### config.mk
export PLATFORM = sky130hd
export DESIGN_NAME = dmem_access_ctrl
export DESIGN_NICKNAME = d
export VERILOG_FILES = /design/src/rtl/dmem_access_ctrl.sv
export SDC_FILE = /design/constraint.sdc
export NUM_CORES = 1
export LEC_CHECK = 0
export CAP_MARGIN = 40
export CELL_PAD_IN_SITES_DETAIL_PLACEMENT = 0
export CELL_PAD_IN_SITES_GLOBAL_PLACEMENT = 2
export CORE_MARGIN = 5
export CORE_UTILIZATION = 26
export CTS_BUF_LIST = sky130_fd_sc_hd__clkbuf_16
export CTS_CLUSTER_DIAMETER = 150
export DETAILED_ROUTE_END_ITERATION = 8
export PLACE_DENSITY_LB_ADDON = 0.1
export SYNTH_ARGS = -nofsm -noshare
export SYNTH_HDL_FRONTEND = slang
export SYNTH_SLANG_ARGS = --single-unit
### constraint.sdc
create_clock -name clk -period 2.1 [get_ports clk]
set_input_delay 0.42 -clock clk [delete_from_list [all_inputs] [get_ports clk]]
set_output_delay 0.42 -clock clk [all_outputs]
set_load 0.05 [all_outputs]
### src/rtl/dmem_access_ctrl.sv
// dmem_access_ctrl: sequences single-word loads and stores onto a data memory
// whose address is registered one cycle ahead of its data/enable. It accepts
// one request at a time, answers with a one-cycle response pulse, flags
// out-of-range addresses without touching memory, and keeps wrap-around
// load/store counters for debug.
//
// Handshake: a request transfers on a rising edge where req_valid and
// req_ready are both 1. Request fields are sampled only at that edge.
// resp_valid is a single-cycle pulse that the consumer cannot stall.
module dmem_access_ctrl #(
  parameter int DSIZE = 16,
  parameter int DEPTH = 256
) (
  input  logic             clk,
  input  logic             rst,
  input  logic             req_valid,
  output logic             req_ready,
  input  logic             req_we,
  input  logic [DSIZE-1:0] req_addr,
  input  logic [DSIZE-1:0] req_wdata,
  output logic             resp_valid,
  output logic [DSIZE-1:0] resp_rdata,
  output logic             resp_err,
  output logic [DSIZE-1:0] mem_addr,
  output logic [DSIZE-1:0] mem_w_data,
  output logic             mem_write_en,
  output logic             mem_read_en,
  input  logic [DSIZE-1:0] mem_data_out,
  output logic [15:0]      load_cnt,
  output logic [15:0]      store_cnt,
  output logic [1:0]       dbg_state
);

  typedef enum logic [1:0] {
    S_IDLE   = 2'd0,
    S_ADDR   = 2'd1,
    S_ACCESS = 2'd2,
    S_RESP   = 2'd3
  } state_t;

  // One extra bit so DEPTH itself is representable in the range compare.
  localparam logic [DSIZE:0] DEPTH_L = (DSIZE+1)'(DEPTH);

  state_t           state_q, state_d;
  logic             we_q, we_d;
  logic [DSIZE-1:0] wdata_q, wdata_d;
  logic             req_ready_q, req_ready_d;
  logic             resp_valid_q, resp_valid_d;
  logic             resp_err_q, resp_err_d;
  logic [DSIZE-1:0] resp_rdata_q, resp_rdata_d;
  logic [DSIZE-1:0] mem_addr_q, mem_addr_d;
  logic [DSIZE-1:0] mem_w_data_q, mem_w_data_d;
  logic             mem_write_en_q, mem_write_en_d;
  logic             mem_read_en_q, mem_read_en_d;
  logic [15:0]      load_cnt_q, load_cnt_d;
  logic [15:0]      store_cnt_q, store_cnt_d;
  logic             addr_ok;

  assign addr_ok = ({1'b0, req_addr} < DEPTH_L);

  // Next-state and next-output logic; outputs are computed for the state being entered.
  always_comb begin
    state_d        = state_q;
    we_d           = we_q;
    wdata_d        = wdata_q;
    req_ready_d    = 1'b0;
    resp_valid_d   = 1'b0;
    resp_err_d     = 1'b0;
    resp_rdata_d   = '0;
    mem_addr_d     = mem_addr_q;
    mem_w_data_d   = '0;
    mem_write_en_d = 1'b0;
    mem_read_en_d  = 1'b0;
    load_cnt_d     = load_cnt_q;
    store_cnt_d    = store_cnt_q;
    unique case (state_q)
      S_IDLE: begin
        req_ready_d = 1'b1;
        if (req_valid) begin
          we_d        = req_we;
          wdata_d     = req_wdata;
          req_ready_d = 1'b0;
          if (addr_ok) begin
            // Address goes out one cycle ahead of data/enable.
            state_d    = S_ADDR;
            mem_addr_d = req_addr;
          end else begin
            // Out-of-range: answer immediately, memory untouched.
            state_d      = S_RESP;
            resp_valid_d = 1'b1;
            resp_err_d   = 1'b1;
          end
        end
      end
      S_ADDR: begin
        state_d        = S_ACCESS;
        mem_write_en_d = we_q;
        mem_read_en_d  = ~we_q;
        mem_w_data_d   = we_q ? wdata_q : '0;
      end
      S_ACCESS: begin
        state_d      = S_RESP;
        resp_valid_d = 1'b1;
        resp_rdata_d = we_q ? '0 : mem_data_out;
        if (we_q) store_cnt_d = store_cnt_q + 16'd1;
        else      load_cnt_d  = load_cnt_q + 16'd1;
      end
      S_RESP: begin
        state_d     = S_IDLE;
        req_ready_d = 1'b1;
      end
      default: begin
        state_d     = S_IDLE;
        req_ready_d = 1'b1;
      end
    endcase
  end

  // Single state/output register bank with synchronous reset.
  always_ff @(posedge clk) begin
    if (rst) begin
      state_q        <= S_IDLE;
      we_q           <= 1'b0;
      wdata_q        <= '0;
      req_ready_q    <= 1'b1;
      resp_valid_q   <= 1'b0;
      resp_err_q     <= 1'b0;
      resp_rdata_q   <= '0;
      mem_addr_q     <= '0;
      mem_w_data_q   <= '0;
      mem_write_en_q <= 1'b0;
      mem_read_en_q  <= 1'b0;
      load_cnt_q     <= '0;
      store_cnt_q    <= '0;
    end else begin
      state_q        <= state_d;
      we_q           <= we_d;
      wdata_q        <= wdata_d;
      req_ready_q    <= req_ready_d;
      resp_valid_q   <= resp_valid_d;
      resp_err_q     <= resp_err_d;
      resp_rdata_q   <= resp_rdata_d;
      mem_addr_q     <= mem_addr_d;
      mem_w_data_q   <= mem_w_data_d;
      mem_write_en_q <= mem_write_en_d;
      mem_read_en_q  <= mem_read_en_d;
      load_cnt_q     <= load_cnt_d;
      store_cnt_q    <= store_cnt_d;
    end
  end

  assign req_ready    = req_ready_q;
  assign resp_valid   = resp_valid_q;
  assign resp_err     = resp_err_q;
  assign resp_rdata   = resp_rdata_q;
  assign mem_addr     = mem_addr_q;
  assign mem_w_data   = mem_w_data_q;
  assign mem_write_en = mem_write_en_q;
  assign mem_read_en  = mem_read_en_q;
  assign load_cnt     = load_cnt_q;
  assign store_cnt    = store_cnt_q;
  assign dbg_state    = state_q;

endmodule

==> results_dict.tcl, run 1 <==
set metrics [dict create \
    crit_slowest_cell "clkdlybuf4s50_1" \
    dpl-instance-area_mm2 0.00535 \
    syn-num-nets 443 \
    leakagePower_nw 2.25 \
    antenna_found_initial 0 \
    grt_max_degree 27 \
    holdWs_ps 412 \
    cts_sinks 104 \
    cts_made_buffers 9 \
    layout-drive-gt1-share_pct 9.02 \
    syn_inst 384 \
    grt_overflow 0 \
    stdcell_area_mm2 0.00568 \
    diodes 0 \
    cts_resized 0 \
    final_common_cell "clkdlybuf4s50_1" \
    postRouteAntennaNets 0 \
    area_delta_synth_final_pct 51.5 \
    postCtsHoldBufs 0 \
    ios 139 \
    critPathRequiredTime_ps 1680 \
    fin_cells 712 \
    register_area_mm2 0.00208 \
    path_cells "clkdlybuf4s50_1" \
    routed_via_density 4.25 \
    layout.nets 586 \
    wl_per_cell_um 13.5 \
    ir_worst_vdd_mv 0.380 \
    initial_utilization_pct 26.8 \
    cts-root-buf "clkbuf_16" \
    rsz0062_at_grt "no" \
    h-tree-depth 3 \
    p_comb_share_pct 23.2 \
    fin_crit_ps 2030 \
    placedCellCount 696 \
    sw_frac_of_total_pct 30.3 \
    num_vias 3024 \
    rows 43 \
    gp_congestion 0.711 \
    n_fill_cell 1433 \
    multi_input_area_mm2 0.00155 \
    dieHeight_um 130 \
    cp_top_family "buffers and inverters" \
    synth_area_mm2 0.00375 \
    core_mm2 0.0140 \
    fmax_ghz 0.493 \
    hp-class "input port to flop" \
    drc 0 \
    start_kind "flop" \
    hpwl_mm 7.04 \
    die_area_mm2 0.0169 \
    port-buffer-count 138 \
    ys_seq_area_share_pct 55.5 \
    p_int_mw 3.62 \
    tns_ps 0 \
    powerDensity_mw_per_mm2 914 \
    track_usage_pct 11.5 \
    synth-async-reset-ratio_pct 0 \
    synth_seq_cells 104 \
    wl_mm 9.63 \
    tightest_slew_ps 587 \
    hold_viol 0 \
    maxSlewViolCount 0 \
    insertion_delay_ps 340 \
    slew_headroom_pct 60.8 \
    grt_pass1_vias 2976 \
    tritoncts "done" \
    cp.arrival_ps 1610 \
    clk_path_buf_depth 2 \
    clkPwrFrac_pct 34.1 \
    die-width_um 130 \
    seq_power_share_pct 42.7 \
    synth_edf_count 0 \
    syn_avg_cell_area_um2 9.77 \
    status "complete, no violations" \
    layout_common_cells "127 x clkdlybuf4s50_1, 103 x dfxtp_1, 42 x and2_1, 42 x nand2_1, 37 x nor2_1" \
    crit_path_max_incr_delay_ps 840 \
    power.switching_mw 1.57 \
    clkTransAtPathRegs_ps 70 \
    synth_ff_type "dfxtp_1" \
    critPathKind "flop to output pin" \
    crit_fanout 6 \
    final-setup-viol-count 0 \
    grt_pass1_wl_mm 15.1 \
    drt_first_pass_iters 4 \
    path_buf_inv 1 \
    ys_types 40 \
    final_core_util_pct 40.6 \
    cts_setup_buffers 0 \
    drt_iter0_drc 128 \
    finalCritPeriodShare_pct 96.6 \
    skew_ps 7.52 \
    yosysWarnings 0 \
    maxCapViolations 0 \
    crit_path_end_kind "output pin" \
]
-- area by class of cell --
| class | count | share of cell area [%] |
|---|---|---|
| multi-input combinational | 252 | 27.3 |
| clock buffer | 9 | 3.97 |
| sequential | 104 | 36.7 |
| tap | 180 | 3.97 |
| inverter | 12 | 0.793 |
| timing repair buffer | 148 | 25.8 |
| clock inverter | 7 | 1.54 |
-- through the flow --
step | setup WS, ps | total power [mW]
global route | 10.4 | 5.50
CTS | 17.5 | 5.30
floorplan | 30.7 | 3.02
detailed placement | 93.2 | 3.49
global placement | 165 | 3.48
finish | 71.1 | 5.19
-- synthesized netlist by cell type, types with 3 or more instances --
cell type | instances | area (um^2)
dfxtp_1 | 104 | 2080
and2_1 | 42 | 263
nand2_1 | 42 | 158
nor2_1 | 37 | 139
a21oi_1 | 30 | 150
inv_1 | 12 | 45.0
clkbuf_1 | 11 | 41.3
xnor2_1 | 10 | 87.6
mux2i_1 | 9 | 90.1
nand3_1 | 9 | 45.0
xor2_1 | 9 | 78.8
ha_1 | 7 | 87.6
nand4_1 | 7 | 43.8
o21ai_0 | 6 | 30.0
or3_1 | 6 | 37.5
nor3_1 | 5 | 25.0
a31o_2 | 4 | 35.0
nor2b_1 | 4 | 25.0
nor4_2 | 3 | 37.5
-- logic make-up after synthesis --
| kind of cell | synth area share, % |
|---|---|
| muxes | 2.70 |
| buffers and inverters | 3.24 |
| DFF | 55.5 |
| AOI/OAI and AO/OA | 6.54 |
| adders and majority gates | 2.34 |
| xor gates and xnor gates | 4.44 |
| and+or+nand+nor | 25.2 |
-- sequential cells by signal (all words and copies together) (netlist names) --
register / count
load_cnt: 16
mem_addr: 16
mem_w_data: 16
resp_rdata: 16
store_cnt: 16
wdata_q: 16
dbg_state: 2
mem_read_en: 1
mem_write_en: 1
req_ready: 1
resp_err: 1
resp_valid: 1
we_q: 1
-- per-layer routing --
layer,global-route usage [%],share of wire [%],up-vias
li1,-,-,1549
met1,13.9,44,1365
met2,16.8,42,99
met3,6.34,12,11
met4,4.95,1.6,0
met5,0,0,-
-- path summary, 6_finish.rpt --
path                                   from                   endpoint  slack [ps]  cells past startpoint
setup / recovery  load_cnt[10]$_SDFFE_PP0P_               load_cnt[10]          70                      1
hold / removal                          rst  store_cnt[7]$_SDFFE_PP0P_         410                      2
setup reg to reg  dbg_state[0]$_SDFFE_PP0N_  load_cnt[14]$_SDFFE_PP0P_         200                      7
hold reg to reg     wdata_q[4]$_SDFFE_PP0P_    wdata_q[4]$_SDFFE_PP0P_         450                      2
-- power by group through the flow --
stage | combinational [mW] | sequential, mW | clock, mW
global route | 1.32 | 2.23 | 1.94
floorplan | 0.430 | 2.59 | 0
finish | 1.20 | 2.22 | 1.77
global placement | 1.22 | 2.26 | 0
detailed placement | 1.22 | 2.26 | 0
CTS | 1.23 | 2.22 | 1.85
Power figures use the tool's default switching activity.
==> inputs of run 2 (changes only) <==
--- a/config.mk
+++ b/config.mk
@@ -8,7 +8,6 @@
 export CAP_MARGIN = 40
 export CELL_PAD_IN_SITES_DETAIL_PLACEMENT = 0
 export CELL_PAD_IN_SITES_GLOBAL_PLACEMENT = 2
-export CORE_MARGIN = 5
 export CORE_UTILIZATION = 26
 export CTS_BUF_LIST = sky130_fd_sc_hd__clkbuf_16
 export CTS_CLUSTER_DIAMETER = 150
==> results_dict.tcl, run 2 (synthesis results as in run 1) <==
set metrics [dict create \
    status "complete, no violations" \
    ios 139 \
    drt_iter0_drc 162 \
    grt_overflow 0 \
    hold_start "rst" \
    track_usage_pct 13.0 \
    crit_path_end_kind "output pin" \
    final-setup-viol-count 0 \
    critPathLaunch "store_cnt[8]$_SDFFE_PP0P_" \
    cp.arrival_ps 1600 \
    tns_ps 0 \
    finalPower_mw 5.37 \
    path_buf_inv 1 \
    clkPwrFrac_pct 36.1 \
    path_cells "clkdlybuf4s50_1" \
    hpwl_mm 6.57 \
    p_comb_share_pct 22.8 \
    core_mm2 0.0140 \
    rows 43 \
    crit_slowest_cell "clkdlybuf4s50_1" \
    tightest_slew_ps 550 \
    cts-root-buf "clkbuf_16" \
    final_common_cell "clkdlybuf4s50_1" \
    area_delta_synth_final_pct 52.6 \
    cp_top_family "buffers and inverters" \
    leakagePower_nw 2.24 \
    crit_fanout 5 \
    critPathRequiredTime_ps 1680 \
    ir_worst_vdd_mv 0.566 \
    power.switching_mw 1.60 \
    drt_first_pass_iters 4 \
    fin_crit_ps 2020 \
    cts_made_buffers 9 \
    start_kind "flop" \
    cts_sinks 104 \
    initial_utilization_pct 26.8 \
    h-tree-depth 3 \
    skew_ps 7.35 \
    p_int_mw 3.77 \
    clkTransAtPathRegs_ps 70 \
    clk_path_buf_depth 2 \
    wl_per_cell_um 12.8 \
    hp-class "input port to flop" \
    powerDensity_mw_per_mm2 938 \
    reg2reg_from "dbg_state[0]$_SDFFE_PP0N_" \
    postRouteAntennaNets 0 \
    n_fill_cell 1405 \
    seq_power_share_pct 41.1 \
    sw_frac_of_total_pct 29.8 \
    die_area_mm2 0.0149 \
    antenna_found_initial 0 \
    hold_viol 0 \
    slew_headroom_pct 63.2 \
    diodes 0 \
    dieHeight_um 122 \
    layout.nets 590 \
    tritoncts "done" \
    critPathKind "flop to output pin" \
    port-buffer-count 138 \
    insertion_delay_ps 340 \
    grt_max_degree 20 \
    maxSlewViolCount 0 \
    drc 0 \
    gp_congestion 0.724 \
    finalCritPeriodShare_pct 96.2 \
    wl_mm 9.12 \
    cts_setup_buffers 0 \
    layout_common_cells "130 x clkdlybuf4s50_1, 103 x dfxtp_1, 42 x and2_1, 42 x nand2_1, 37 x nor2_1" \
    maxCapViolations 0 \
    fmax_ghz 0.495 \
    num_vias 3087 \
    layout-drive-gt1-share_pct 9.72 \
    rsz0062_at_grt "no" \
    routed_via_density 4.32 \
    die-width_um 122 \
    grt_pass1_wl_mm 14.7 \
    crit_path_max_incr_delay_ps 840 \
    grt_pass1_vias 3023 \
]
[run 2: cell type report]
type                    instances  area [um^2]  share of cell area, %
flip-flops and latches        104         2080                   36.4
well taps                     180          225                   3.94
inverters                      12         45.0                  0.787
clock buffers                   9          225                   3.94
clock inverters                 6          116                   2.03
repair buffers                152         1480                   25.8
multi-input cells             252         1550                   27.1
[run 2: per-stage QoR]
stage	setup WS [ps]	std cells	hold WS [ps]	util [%]	area [um^2]
2_1_floorplan	30.7	384	430	-	3750
3_3_place_gp	139	700	436	38.4	5370
3_5_place_dp	87.6	700	439	38.4	5370
4_1_cts	25.9	715	413	40.8	5710
5_1_grt	10.8	715	429	40.9	5720
6_report	80.3	715	425	40.9	5720
[run 2: routing by layer]
layer	track usage (%)	up-vias	part of all wire (%)
met1	15.0	1417	43
met2	19.4	106	44
met5	0	-	0
met3	7.87	10	11
li1	-	1554	-
met4	4.80	0	1.5
[run 2: worst paths after layout]
kind                                    end  slack [ps]  cells after the start
setup / recovery               store_cnt[8]          80                      1
hold / removal    store_cnt[6]$_SDFFE_PP0P_         420                      2
setup reg to reg  load_cnt[15]$_SDFFE_PP0P_         220                      6
hold reg to reg    wdata_q[14]$_SDFFE_PP0P_         450                      2
[run 2: what timing repair did]
| item | CTS | global route |
|---|---|---|
| resized for setup | 0 | 4 |
| hold buffers | 0 | 0 |
| setup endpoints to repair | 0 | 4 |
[run 2: power groups by stage]
stage / logic, mW / clock network [mW] / registers, mW
floorplan: 0.430 / 0 / 2.59
global placement: 1.24 / 0 / 2.25
detailed placement: 1.24 / 0 / 2.26
CTS: 1.25 / 2.01 / 2.21
global route: 1.34 / 2.09 / 2.23
finish: 1.22 / 1.93 / 2.21
==> inputs of run 3 (changes only) <==
--- a/config.mk
+++ b/config.mk
@@ -5,14 +5,16 @@
 export SDC_FILE = /design/constraint.sdc
 export NUM_CORES = 1
 export LEC_CHECK = 0
+export ABC_AREA = 1
 export CAP_MARGIN = 40
 export CELL_PAD_IN_SITES_DETAIL_PLACEMENT = 0
 export CELL_PAD_IN_SITES_GLOBAL_PLACEMENT = 2
-export CORE_UTILIZATION = 26
+export CORE_UTILIZATION = 24
 export CTS_BUF_LIST = sky130_fd_sc_hd__clkbuf_16
 export CTS_CLUSTER_DIAMETER = 150
 export DETAILED_ROUTE_END_ITERATION = 8
 export PLACE_DENSITY_LB_ADDON = 0.1
+export RECOVER_POWER = 50
 export SYNTH_ARGS = -nofsm -noshare
 export SYNTH_HDL_FRONTEND = slang
 export SYNTH_SLANG_ARGS = --single-unit
==> results_dict.tcl, run 3 <==
set metrics [dict create \
    postRouteAntennaNets 0 \
    antenna_found_initial 0 \
    rsz0062_at_grt "no" \
    clkTransAtPathRegs_ps 80 \
    grt_overflow 0 \
    initial_utilization_pct 24.6 \
    yosysWarnings 0 \
    grt_pass1_wl_mm 16.5 \
    synth_ff_type "dfxtp_1" \
    tns_ps 0 \
    maxSlewViolCount 0 \
    hpwl_mm 7.66 \
    synth_seq_cells 104 \
    cts_made_buffers 9 \
    start_kind "flop" \
    synth_area_mm2 0.00391 \
    crit_path_max_incr_delay_ps 830 \
    skew_ps 10.3 \
    path_buf_inv 1 \
    cts-root-buf "clkbuf_16" \
    holdWs_ps 434 \
    layout-drive-gt1-share_pct 5.51 \
    track_usage_pct 12.8 \
    ios 139 \
    grt_max_degree 36 \
    routed_via_density 4.06 \
    crit_fanout 6 \
    synthTopCellsByCount "104 x dfxtp_1, 99 x nor2_1, 75 x inv_1" \
    port-buffer-count 138 \
    area_delta_synth_final_pct 49.8 \
    drc 0 \
    final_core_util_pct 36.9 \
    synth_top_cell_by_area "dfxtp_1" \
    crit_path_end_kind "output pin" \
    final_common_cell "clkdlybuf4s50_1" \
    powerDensity_mw_per_mm2 903 \
    final-setup-viol-count 0 \
    layout_common_cells "131 x clkdlybuf4s50_1, 104 x dfxtp_1, 101 x nor2_1, 76 x inv_1, 62 x nand2_1" \
    tritoncts "done" \
    diodes 0 \
    cts_sinks 104 \
    finalCritPeriodShare_pct 96.6 \
    path_cells "clkdlybuf4s50_1" \
    cp_top_family "buffers and inverters" \
    dieHeight_um 130 \
    maxCapViolations 0 \
    grt_pass1_vias 3333 \
    die-width_um 130 \
    critPathKind "flop to output pin" \
    drt_first_pass_iters 6 \
    h-tree-depth 3 \
    fmax_ghz 0.493 \
    drt_iter0_drc 116 \
    cp.arrival_ps 1610 \
    leakagePower_nw 2.33 \
    tightest_slew_ps 648 \
    syn_inst 499 \
    synth.most_common_cell "dfxtp_1" \
    num_vias 3524 \
    n_fill_cell 1696 \
    critPathRequiredTime_ps 1680 \
    fin_crit_ps 2030 \
    wl_mm 10.5 \
    rows 46 \
    hold_viol 0 \
    core_mm2 0.0159 \
    die_area_mm2 0.0168 \
    synth_area_leaders "dfxtp_1 53%, nor2_1 9.5%, inv_1 7.2%, nand2_1 5.8%, o21ai_0 4.9%" \
    slew_headroom_pct 57.0 \
    synth-async-reset-ratio_pct 0 \
    layout.nets 707 \
    crit_slowest_cell "clkdlybuf4s50_1" \
    ir_worst_vdd_mv 0.389 \
    syn-num-nets 558 \
    hp-class "flop to flop" \
    ys_types 30 \
    synth.top_cell.area_share_pct 53.2 \
    synth_edf_count 0 \
    clk_path_buf_depth 2 \
    insertion_delay_ps 350 \
    ys_seq_area_share_pct 53.2 \
    wl_per_cell_um 12.0 \
    gp_congestion 0.769 \
    syn_avg_cell_area_um2 7.84 \
    status "complete, no violations" \
]
run 3: cell types whose count changed after synthesis, sizes merged, moves of 9 or more:
cell   delta
inv      +66
nor2     +65
and2     -42
o21ai    +32
nand2    +20
nand3    +10
xnor2    -10
mux2i     -9
run 3: logic make-up (layout without fill, tap and decap cells):
family	Yosys count	count (layout)	synth area share [%]
AND/OR/NAND/NOR	209	209	23.4
AO/OA/AOI/OAI	80	80	10.6
XOR/XNOR	5	5	1.12
adder cells (fa/ha/maj)	7	7	2.24
buffers and inverters	94	248	9.41
flip-flops	104	104	53.2
run 3: repair_timing:
item,4_1_cts,5_1_grt
hold endpoints to repair,0,0
buffers inserted,0,0
gates resized for setup,0,1
endpoints found under the setup margin,0,1
hold buffers,0,0
run 3: layer usage:
layer	share of wire (%)	wire length, um	GRT usage (%)	vias up
li1	-	-	-	1858
met1	50	5210	17.0	1554
met2	41	4300	19.0	103
met3	8.0	833	4.13	9
met4	1.2	121	4.92	0
met5	0	0	0	-
run 3: path summary, 6_finish.rpt:
check | depth (start not counted) | slack (ps) | endpoint | from
min | 2 | 430 | mem_w_data[4]$_SDFF_PP0_ | wdata_q[4]$_SDFFE_PP0P_
max | 1 | 70 | store_cnt[5] | store_cnt[5]$_SDFFE_PP0P_
min reg2reg | 2 | 430 | mem_w_data[4]$_SDFF_PP0_ | wdata_q[4]$_SDFFE_PP0P_
max reg2reg | 7 | 230 | store_cnt[7]$_SDFFE_PP0P_ | dbg_state[0]$_SDFFE_PP0N_
run 3: layout make-up:
cell class                 instances  area (um^2)  area share, %
sequential                       104         2080           35.5
clock inverter                     7          106           1.82
timing repair buffer             152         1440           24.6
multi-input combinational        301         1430           24.4
inverter                          80          300           5.13
tap                              216          270           4.61
clock buffer                       9          225           3.84
run 3: worst min-delay path: stages, from the launching register on:
cell	delay (ps)
dfxtp_1	300
inv_1	60
nor2_1	40
run 3: report_power, final:
part / internal [mW] / total, mW / switching (mW)
sequential: 2.15 / 2.25 / 0.0943
clock: 1.07 / 1.88 / 0.812
combinational: 0.379 / 1.16 / 0.779
total: 3.61 / 5.29 / 1.69
run 3: per-stage QoR:
step | cells | cell area, um^2 | total power [mW] | setup WS [ps]
after floorplan | 499 | 3910 | 3.07 | 174
after global placement | 853 | 5600 | 3.55 | 237
after detailed placement | 853 | 5600 | 3.55 | 221
after CTS | 869 | 5930 | 5.48 | 24.3
after global routing | 869 | 5860 | 5.60 | 2.33
final | 869 | 5860 | 5.29 | 71.2
